--- config.mk ---
export PLATFORM = sky130hd
export DESIGN_NAME = rr_grant_scheduler
export DESIGN_NICKNAME = d
export VERILOG_FILES = /design/src/rtl/rr_grant_scheduler.sv
export SDC_FILE = /design/constraint.sdc
export NUM_CORES = 1
export LEC_CHECK = 0
export CORE_MARGIN = 2
export CORE_UTILIZATION = 55
export CTS_CLUSTER_DIAMETER = 150
export DETAILED_ROUTE_END_ITERATION = 8
export PLACE_DENSITY = 0.82
export SLEW_MARGIN = 10
export SYNTH_ARGS = -nofsm -noshare
export SYNTH_HDL_FRONTEND = slang
export SYNTH_SLANG_ARGS = --single-unit
--- constraint.sdc ---
create_clock -name i_clk -period 4.05 [get_ports i_clk]
set_input_delay 1.0125 -clock i_clk [delete_from_list [all_inputs] [get_ports i_clk]]
set_output_delay 1.0125 -clock i_clk [all_outputs]
set_load 0.02 [all_outputs]
--- src/rtl/rr_grant_scheduler.sv ---
// ---------------------------------------------------------------------------
// rr_grant_scheduler
//
// Round-robin owner scheduler for one shared resource. A requester wins the
// resource through a rotating-priority encoder whose pivot is one past the
// previous winner. The winner keeps a registered one-hot grant until it
// releases, drops its request, or holds for MAX_HOLD cycles. When a grant
// ends, the next winner is chosen in that same cycle, so back-to-back grants
// have no idle bubble. Because the pivot rotates, every active requester is
// served within WIDTH grants.
//
// Parameters
//   WIDTH     number of requesters (2..32, any value, not only powers of 2)
//   MAX_HOLD  longest one grant may last in cycles; 0 = unlimited
//
// Ports
//   i_clk          clock, rising edge
//   i_rst_n        asynchronous active-low reset
//   i_req          per-requester request level
//   i_release      current owner is done (ignored while idle)
//   o_grant        registered one-hot grant, all-zero when idle
//   o_grant_idx    index of the current owner, 0 when idle
//   o_grant_valid  a grant is active
//   o_preempt      one-cycle pulse: the previous grant ended only by hold expiry
// ---------------------------------------------------------------------------

// ---------------------------------------------------------------------------
// masked_priority_encoder
//
// Rotating-priority encoder with the LSB as index 0. It returns the lowest
// set index at or above i_pivot. If there is none, it wraps around and
// returns the lowest set index overall.
//
// Ports
//   i_req    request vector
//   i_pivot  first index that gets priority
//   o_idx    winning index (0 when o_valid=0)
//   o_valid  at least one request bit is set
// ---------------------------------------------------------------------------
module masked_priority_encoder #(
    parameter int WIDTH = 4,
    parameter int IDX_W = $clog2(WIDTH)
) (
    input  logic [WIDTH-1:0] i_req,
    input  logic [IDX_W-1:0] i_pivot,
    output logic [IDX_W-1:0] o_idx,
    output logic             o_valid
);

    logic             hi_found;
    logic [IDX_W-1:0] hi_idx;
    logic             lo_found;
    logic [IDX_W-1:0] lo_idx;

    // NOTE: combinational logic uses blocking '=' so that later statements
    // see the values assigned earlier in the same pass. Every output also gets
    // a default at the top, which keeps any path from leaving it unassigned and
    // inferring a latch.
    always_comb begin
        hi_found = 1'b0;
        hi_idx   = '0;
        lo_found = 1'b0;
        lo_idx   = '0;
        // Walk from the top down so that the last hit is the lowest index.
        for (int i = WIDTH - 1; i >= 0; i--) begin
            if (i_req[i]) begin
                lo_found = 1'b1;
                lo_idx   = IDX_W'(i);
                if (i >= int'(i_pivot)) begin
                    hi_found = 1'b1;
                    hi_idx   = IDX_W'(i);
                end
            end
        end
        o_valid = lo_found;
        o_idx   = hi_found ? hi_idx : lo_idx;
    end

endmodule

module rr_grant_scheduler #(
    parameter int WIDTH    = 4,
    parameter int MAX_HOLD = 16
) (
    input  logic                     i_clk,
    input  logic                     i_rst_n,
    input  logic [WIDTH-1:0]         i_req,
    input  logic                     i_release,
    output logic [WIDTH-1:0]         o_grant,
    output logic [$clog2(WIDTH)-1:0] o_grant_idx,
    output logic                     o_grant_valid,
    output logic                     o_preempt
);

    localparam int IDX_W = $clog2(WIDTH);
    // With MAX_HOLD=0, $clog2(1)=0, so the counter width is held at 1 bit.
    localparam int CNT_W = (MAX_HOLD < 2) ? 1 : $clog2(MAX_HOLD + 1);

    localparam logic [IDX_W-1:0] LAST_IDX  = IDX_W'(WIDTH - 1);
    localparam logic [CNT_W-1:0] HOLD_LAST = CNT_W'((MAX_HOLD == 0) ? 0 : MAX_HOLD - 1);
    localparam logic [CNT_W-1:0] CNT_MAX   = '1;

    typedef enum logic [0:0] {
        ST_IDLE  = 1'b0,
        ST_GRANT = 1'b1
    } state_e;

    state_e           state_q, state_d;
    logic [WIDTH-1:0] grant_q, grant_d;
    logic [IDX_W-1:0] grant_idx_q, grant_idx_d;
    logic [IDX_W-1:0] last_q, last_d;
    logic [CNT_W-1:0] cnt_q, cnt_d;
    logic             preempt_q, preempt_d;

    logic [IDX_W-1:0] pivot_base;
    logic [IDX_W-1:0] pivot;
    logic [IDX_W-1:0] enc_idx;
    logic             enc_valid;
    logic             owner_req;
    logic             hold_expire;
    logic             grant_end;

    // While a grant is active, the only time the encoder result is used is
    // the end cycle. In that cycle the pointer is about to become the current
    // owner, so the pivot is based on the owner directly. While idle, it is
    // based on the stored last winner.
    always_comb begin
        pivot_base = (state_q == ST_GRANT) ? grant_idx_q : last_q;
        // Wrap explicitly, because WIDTH need not be a power of two.
        pivot      = (pivot_base == LAST_IDX) ? '0 : pivot_base + IDX_W'(1);
    end

    masked_priority_encoder #(
        .WIDTH (WIDTH),
        .IDX_W (IDX_W)
    ) u_enc (
        .i_req   (i_req),
        .i_pivot (pivot),
        .o_idx   (enc_idx),
        .o_valid (enc_valid)
    );

    always_comb begin
        owner_req   = i_req[grant_idx_q];
        hold_expire = (MAX_HOLD != 0) && (cnt_q == HOLD_LAST);
        grant_end   = (state_q == ST_GRANT) && (i_release || !owner_req || hold_expire);
    end

    always_comb begin
        state_d     = state_q;
        grant_d     = grant_q;
        grant_idx_d = grant_idx_q;
        last_d      = last_q;
        cnt_d       = cnt_q;
        preempt_d   = 1'b0;

        unique case (state_q)
            ST_IDLE: begin
                if (enc_valid) begin
                    state_d     = ST_GRANT;
                    grant_d     = WIDTH'(1) << enc_idx;
                    grant_idx_d = enc_idx;
                    cnt_d       = '0;
                end
            end

            ST_GRANT: begin
                if (grant_end) begin
                    last_d    = grant_idx_q;
                    // Report a preemption only when hold expiry alone ended
                    // the grant. A release or a dropped request in the same
                    // cycle means the owner was finished anyway.
                    preempt_d = hold_expire && !i_release && owner_req;
                    cnt_d     = '0;
                    if (enc_valid) begin
                        grant_d     = WIDTH'(1) << enc_idx;
                        grant_idx_d = enc_idx;
                    end else begin
                        state_d     = ST_IDLE;
                        grant_d     = '0;
                        grant_idx_d = '0;
                    end
                end else if (cnt_q != CNT_MAX) begin
                    // Saturate instead of wrapping. This only matters when
                    // MAX_HOLD=0, where nothing ever clears the counter.
                    cnt_d = cnt_q + CNT_W'(1);
                end
            end

            default: begin
                state_d = ST_IDLE;
            end
        endcase
    end

    // NOTE: state registers use non-blocking '<=' so that every flop samples
    // the values from before the clock edge, whatever order they are written in.
    always_ff @(posedge i_clk or negedge i_rst_n) begin
        if (!i_rst_n) begin
            state_q     <= ST_IDLE;
            grant_q     <= '0;
            grant_idx_q <= '0;
            last_q      <= LAST_IDX;
            cnt_q       <= '0;
            preempt_q   <= 1'b0;
        end else begin
            state_q     <= state_d;
            grant_q     <= grant_d;
            grant_idx_q <= grant_idx_d;
            last_q      <= last_d;
            cnt_q       <= cnt_d;
            preempt_q   <= preempt_d;
        end
    end

    assign o_grant       = grant_q;
    assign o_grant_idx   = grant_idx_q;
    assign o_grant_valid = (state_q == ST_GRANT);
    assign o_preempt     = preempt_q;

endmodule

Word-level counts from Yosys, hierarchy flattened
Cells that the tools add are included.
- add/sub/neg operators: 2
- multipliers: 0
- divide/modulo/power cells: 0
- $lt $le $gt $ge: 4
- eq/ne operators: 6
- shift operators: 1
- muxes and demuxes: 42
- bitwise gates (word level): 1
- reduce and logical (&&, ||, !) cells: 10
- operators with widths (kind ; number):
    2-bit 2-to-1 mux ; 16
    1-bit 2-to-1 mux ; 15
    5-bit 2-to-1 mux ; 3
    4-bit 2-to-1 mux ; 3
    5-bit case mux with 2 select lines ; 1
    4-bit case mux with 2 select lines ; 1
    2-bit AND reduction ; 3
    5-bit by 1-bit adder with 5-bit output (second input constant) ; 1
    5-bit by 4-bit == test with 1-bit output (second input constant) ; 1
    5-bit inequality test (second input constant) ; 1
    1-bit by 2-bit greater-or-equal comparator with 1-bit output (first input constant) ; 2
    2-bit case mux with 2 select lines ; 1
    1-bit by 2-bit << shifter with 4-bit output (first input constant) ; 1
    1-bit logical AND ; 3
    2-bit by 3-bit less-than comparator with 1-bit output (second input constant) ; 1
    3-bit by 1-bit inequality test with 1-bit output (second input constant) ; 1
    2-bit by 1-bit adder with 2-bit output (second input constant) ; 1
    1-bit binary-select mux with 2-bit select ; 1
    2-bit == test (second input constant) ; 1
    2-bit greater-or-equal comparator (first input constant) ; 1
    1-bit logical NOT ; 2
    1-bit logical OR ; 2
    2-bit by 1-bit inequality test with 1-bit output (second input constant) ; 1
    2-bit inequality test (second input constant) ; 1
    other kinds (2) ; 2
- register bits: 15
- latch bits: 0
- RAM bits: 0
- bits in read-only memories: 0
- input port bits: 7
- output and inout port bits: 8
- logic and storage cells: 72
- memories kept: 0

Longest topological paths before layout
- depth after elaboration: 15
- gate-level depth with buffers: 8
- gate-level depth less buffers: 7

By module
From an unflattened synthesis, not the netlist that was laid out.
- cell total of the unflattened synthesis: 78
- area, all modules: 842.1 um2
- modules (own cells, without submodules) (module ; instances ; cells an instance ; area each (um2) ; sequential area each (um2)):
    rr_grant_scheduler ; 1 ; 67 ; 770.7 ; 377.9
    masked_priority_encoder ; 1 ; 11 ; 71.3 ; 0.0

Worst setup path after synthesis
OpenSTA, ideal clock, no wires.
- kind: input port to flip-flop
- start point: in i_req[3]
- end point: reg cnt_q[1]
- setup time: 122 ps
- arrival time: 2104 ps
- data required time: 3928 ps
- slack: 1824 ps
- stages: 5
- cell sequence: or4_1 buf_4 o21bai_4 nor2_1 a32o_1
- word-level cells in the longest chain between the ends: 8
- elaborated cells on any way between the ends: 15
- classes of those cells: eq/ne (2); mux (8); reduce/logical (5)
- ends and longest elaborated chain (element ; line ; RTL):
    start: declaration ; 87 ; input logic [WIDTH-1:0] i_req,
    1-bit binary-select mux with 2-bit select ; 144 ; owner_req = i_req[grant_idx_q];
    1-bit 2-to-1 mux (implied by the code) ; 144 ;
    1-bit logical NOT ; 146 ; grant_end = (state_q == ST_GRANT) && (i_release || !owner_req || hold_expire);
    1-bit logical OR (2 in a row) ; 146 ;
    1-bit logical AND ; 146 ;
    5-bit 2-to-1 mux / 3-bit by 1-bit inequality test with 1-bit output (equally long branches) ; - ;
    5-bit case mux with 2 select lines / 2-bit AND reduction (equally long branches) ; - ;
    end signal: assignment ; 211 ; cnt_q <= cnt_d;
    end: declaration ; 112 ; logic [CNT_W-1:0] cnt_q, cnt_d;
Several ways; a longest one is shown, not always the timed one. The select of a mux whose other input is x is not followed.
A chain may end at the register's enable or synchronous reset.

Worst setup path after layout
- start point: reg state_q (netlist: o_grant_valid)
- end point: out o_grant_valid
- RTL lines (element ; line ; RTL):
    start: declaration ; 108 ; state_e state_q, state_d;
    start signal: assignment ; 207 ; state_q <= state_d;
    end: declaration ; 91 ; output logic o_grant_valid,
No word-level cell between the ends.

==> flow_summary.rst <==
.. list-table::
   :header-rows: 1

   * - Metric
     - Value
   * - Post-layout minimum cycle time
     - around 2.7 ns
   * - Total detailed-routing wirelength
     - approximately 1.7 mm
   * - Worst hold path class
     - flip-flop to flip-flop
   * - Slowest Stage Delay on Critical Path
     - roughly 0.70 ns
   * - Overall die area
     - 0.00204 sq mm
   * - Area of the core
     - 0.00154 sq mm
   * - Max-slew violation total from the final report
     - 0
   * - Most instantiated flip-flop cell in the synthesis netlist
     - dfrtp_1
   * - Clock slew at the register clock pins of the worst setup and hold paths
     - 0.10 ns
   * - Register-to-Register Path Depth
     - 6
   * - Portion of netlist area occupied by mux cells
     - 7.91%
   * - Wire length of the first global-routing pass
     - around 3 mm
   * - RSZ-0062 raised after global routing
     - false
   * - Largest net degree at the start of global routing
     - 16
   * - Number of global-route vias before repair
     - 662
   * - Area grow syn2layout
     - 18.1%
   * - Buffer and inverter count on the worst path
     - 1
   * - Detailed-route vias per instance
     - around 6.0
   * - Distinct cell type count after synthesis
     - 38
   * - Hold Crit Start
     - o_grant[1]
   * - Startpoint of the worst setup timing path
     - o_grant_valid
   * - Final Hold Fails
     - 0
   * - Number of port buffers
     - 14
   * - Clock buffers created by TritonCTS
     - 3
   * - Register area
     - 378 sq um
   * - Leak Pwr
     - 0.493 nW
   * - Critical-path cell with the highest stage delay
     - clkdlybuf4s50_1
   * - Most common cell after layout, fill and taps aside
     - clkdlybuf4s50_1
   * - Cell area after synthesis
     - 933 sq um
   * - Remaining antenna violation count after routing
     - 0
   * - DRC violations left
     - 0
   * - Root Buffer
     - clkbuf_4
   * - Post-Syn Area per Cell
     - 11.5 sq um
   * - Setup Crit Path Kind
     - flip-flop to primary output
   * - Final non-filler cell area
     - 0.00110 sq mm
   * - Critical path capture point type
     - primary output
   * - Post-layout net count
     - 110
   * - Detailed router's first-iteration violation count
     - 12
   * - Cells after synthesis
     - approximately 80
   * - Routability congestion estimate
     - 0.772
   * - IO Count
     - 15
   * - Area fraction in and, or, nand and nor cells after synthesis
     - 18.4%
   * - Area of the multi-input gates
     - 526 sq um
   * - Peak supply drop
     - 0.000402 V
   * - Final setup violation count
     - 0
   * - Cell breakdown of the critical path
     - clkdlybuf4s50_1
   * - Arr. time, crit path
     - around 1.7 ns
   * - Total nets after synthesis
     - 93
   * - Area share of fa/ha/maj cells after synthesis
     - 6.70%
   * - Family with the most delay on the worst path
     - buffers and inverters
   * - Number of hold buffers added after CTS
     - 0
   * - Post-CTS setup repair buffer count
     - 0
   * - Final HPWL from detailed placement
     - about 1.2 mm
   * - Commonest non-fill, non-tap cells in the layout
     - clkdlybuf4s50_1, dfrtp_1, nor2_1, nand2_1, ha_1
   * - Starting utilization of the core area
     - 60.6%
   * - Number of antenna violations at the first check in global routing
     - 0
   * - Synthesized-area fraction occupied by ao, oa, aoi and oai cells
     - about 22%
   * - Share of async-settable or async-resettable flops after synthesis
     - 100%
   * - Maxcap violations
     - 0
   * - Slew headroom
     - between 50% and 60%
   * - Cell area power density
     - around 600 mW/mm^2
   * - Resized cells post-CTS
     - 0
   * - Tightest Pin Transition
     - 0.667 ns
   * - Clock tree from TritonCTS
     - built
   * - Clock latency at the later pin of the worst-skew pair
     - 0.29 ns
   * - CTS Buffer Depth
     - 2
   * - Average wire per standard cell
     - 15.1 microns
   * - Total number of cells along the worst setup path
     - 1
   * - FF+latch count, synth
     - 15
   * - Post-Route Skew
     - 0.00459 ns
   * - Start of the worst register-to-register path
     - o_grant_valid
   * - Critical path fanouts, max
     - 11
   * - Crit path required time
     - 3.04 ns
   * - Layout cells sized above 1
     - 17.5%
   * - DR vias
     - 680
   * - XOR/XNOR share of the synthesized area
     - 0.938%
   * - Number of enable flip-flop cells after synthesis
     - 0
   * - WHS Path Cells
     - 1
   * - Height of the die
     - around 45 microns
   * - Largest family of logic cells by synthesized area
     - compound AO/OA/AOI/OAI gates
   * - Site row count
     - 14
   * - Period utilisation layout
     - ~66%
   * - Number of antenna cells inserted
     - 0
   * - Peak Freq
     - 375 MHz
   * - Fillers
     - 128
   * - CTS H-tree depth
     - 1
   * - Synthesis Warnings
     - 0
   * - Leftover overflow at the end of global routing
     - 0
   * - GRT Overall Usage
     - ~21%
   * - Chip Width
     - 45.2 microns
   * - Total Negative Setup Slacks
     - 0 ns
   * - Result of the run
     - complete, no violations
   * - Sequential element share of the synthesized area
     - 40.5%
   * - Critical Path Start Type
     - flip-flop
   * - Cell area reported after detailed placement
     - 0.00107 sq mm
   * - Number of clock sinks
     - 15
   * - Count of TritonRoute iterations in the first routing pass
     - 4
-- cell usage after synthesis, types with 2 or more instances --
master	instances	area (sq um)
a32o_1	3	30.0
nand2_1	5	18.8
dfstp_2	2	52.6
ha_1	5	62.6
mux2_4	2	30.0
inv_1	3	11.3
nor2_1	5	18.8
nor3_1	2	10.0
nand3_1	4	20.0
mux2_1	2	22.5
a21oi_1	3	15.0
a22o_1	3	26.3
o21a_1	4	30.0
dfrtp_1	13	325
o21ai_1	2	10.0
-- through the flow --
step | utilization (%) | worst slack [ns] | hold WS [ns] | cells | power (mW)
finish | 71.5 | 1.39 | 0.513 | 113 | 0.665
global placement | 69.7 | 1.25 | 0.487 | 109 | 0.567
CTS | 71.5 | 1.38 | 0.515 | 113 | 0.668
global route | 71.5 | 1.34 | 0.550 | 113 | 0.712
floorplan | - | 1.82 | 0.502 | 81 | 0.472
detailed placement | 69.7 | 1.21 | 0.489 | 109 | 0.576
-- area by class of cell --
cell class              count  area share, %
multi-input cells          61           47.7
flip-flops and latches     15           34.3
repair buffers             14           12.7
clock buffers               3           2.04
well taps                  16           1.82
inverters                   3           1.02
clock inverters             1          0.454
-- kinds of logic after synthesis --
| group | count (synthesis) |
|---|---|
| flip-flops | 15 |
| AO/OA/AOI/OAI | 22 |
| adder cells (fa/ha/maj) | 5 |
| buffers and inverters | 5 |
| AND/OR/NAND/NOR | 27 |
| XOR/XNOR | 1 |
| multiplexers | 6 |
-- worst register-to-register path, cell delays in order, from the launching register on --
cell and delay (ns):
dfrtp_1 0.66, mux2_2 0.41, ha_1 0.31, nand2_1 0.11
nand2_1 0.12, or2_2 0.31, a32o_1 0.26
-- flip-flops by register name (all words and copies together), names as in the netlist --
register,flops
last_q,2
o_grant,4
o_grant_valid,1
o_grant_idx,2
cnt_q,5
o_preempt,1
-- path summary, 6_finish.rpt --
path / to / slack (ns)
setup reg to reg: o_grant[1] / 1.76
max in group asynchronous: o_grant[2] / 2.51
hold / removal: o_grant[1] / 0.51
setup / recovery: o_grant_valid / 1.39
min in group asynchronous: o_preempt / 1.11
hold reg to reg: o_grant[1] / 0.51
-- where the power goes --
group	leakage, nW	switching, mW	internal (mW)
Sequential	0.190	0.0399	0.196
Combinational	0.286	0.164	0.175
Clock	0.0177	0.0536	0.0368
Total	0.493	0.258	0.407
-- metal layers --
layer  vias to the layer above  track usage, %  wire length [microns]
li1                        340               -                      -
met1                       322            28.9                    858
met2                        15            31.4                    764
met3                         3            4.80                     63
met4                         0            7.06                     23
met5                         -               0                      0
Note: power is estimated with default switching activity, not from simulation.
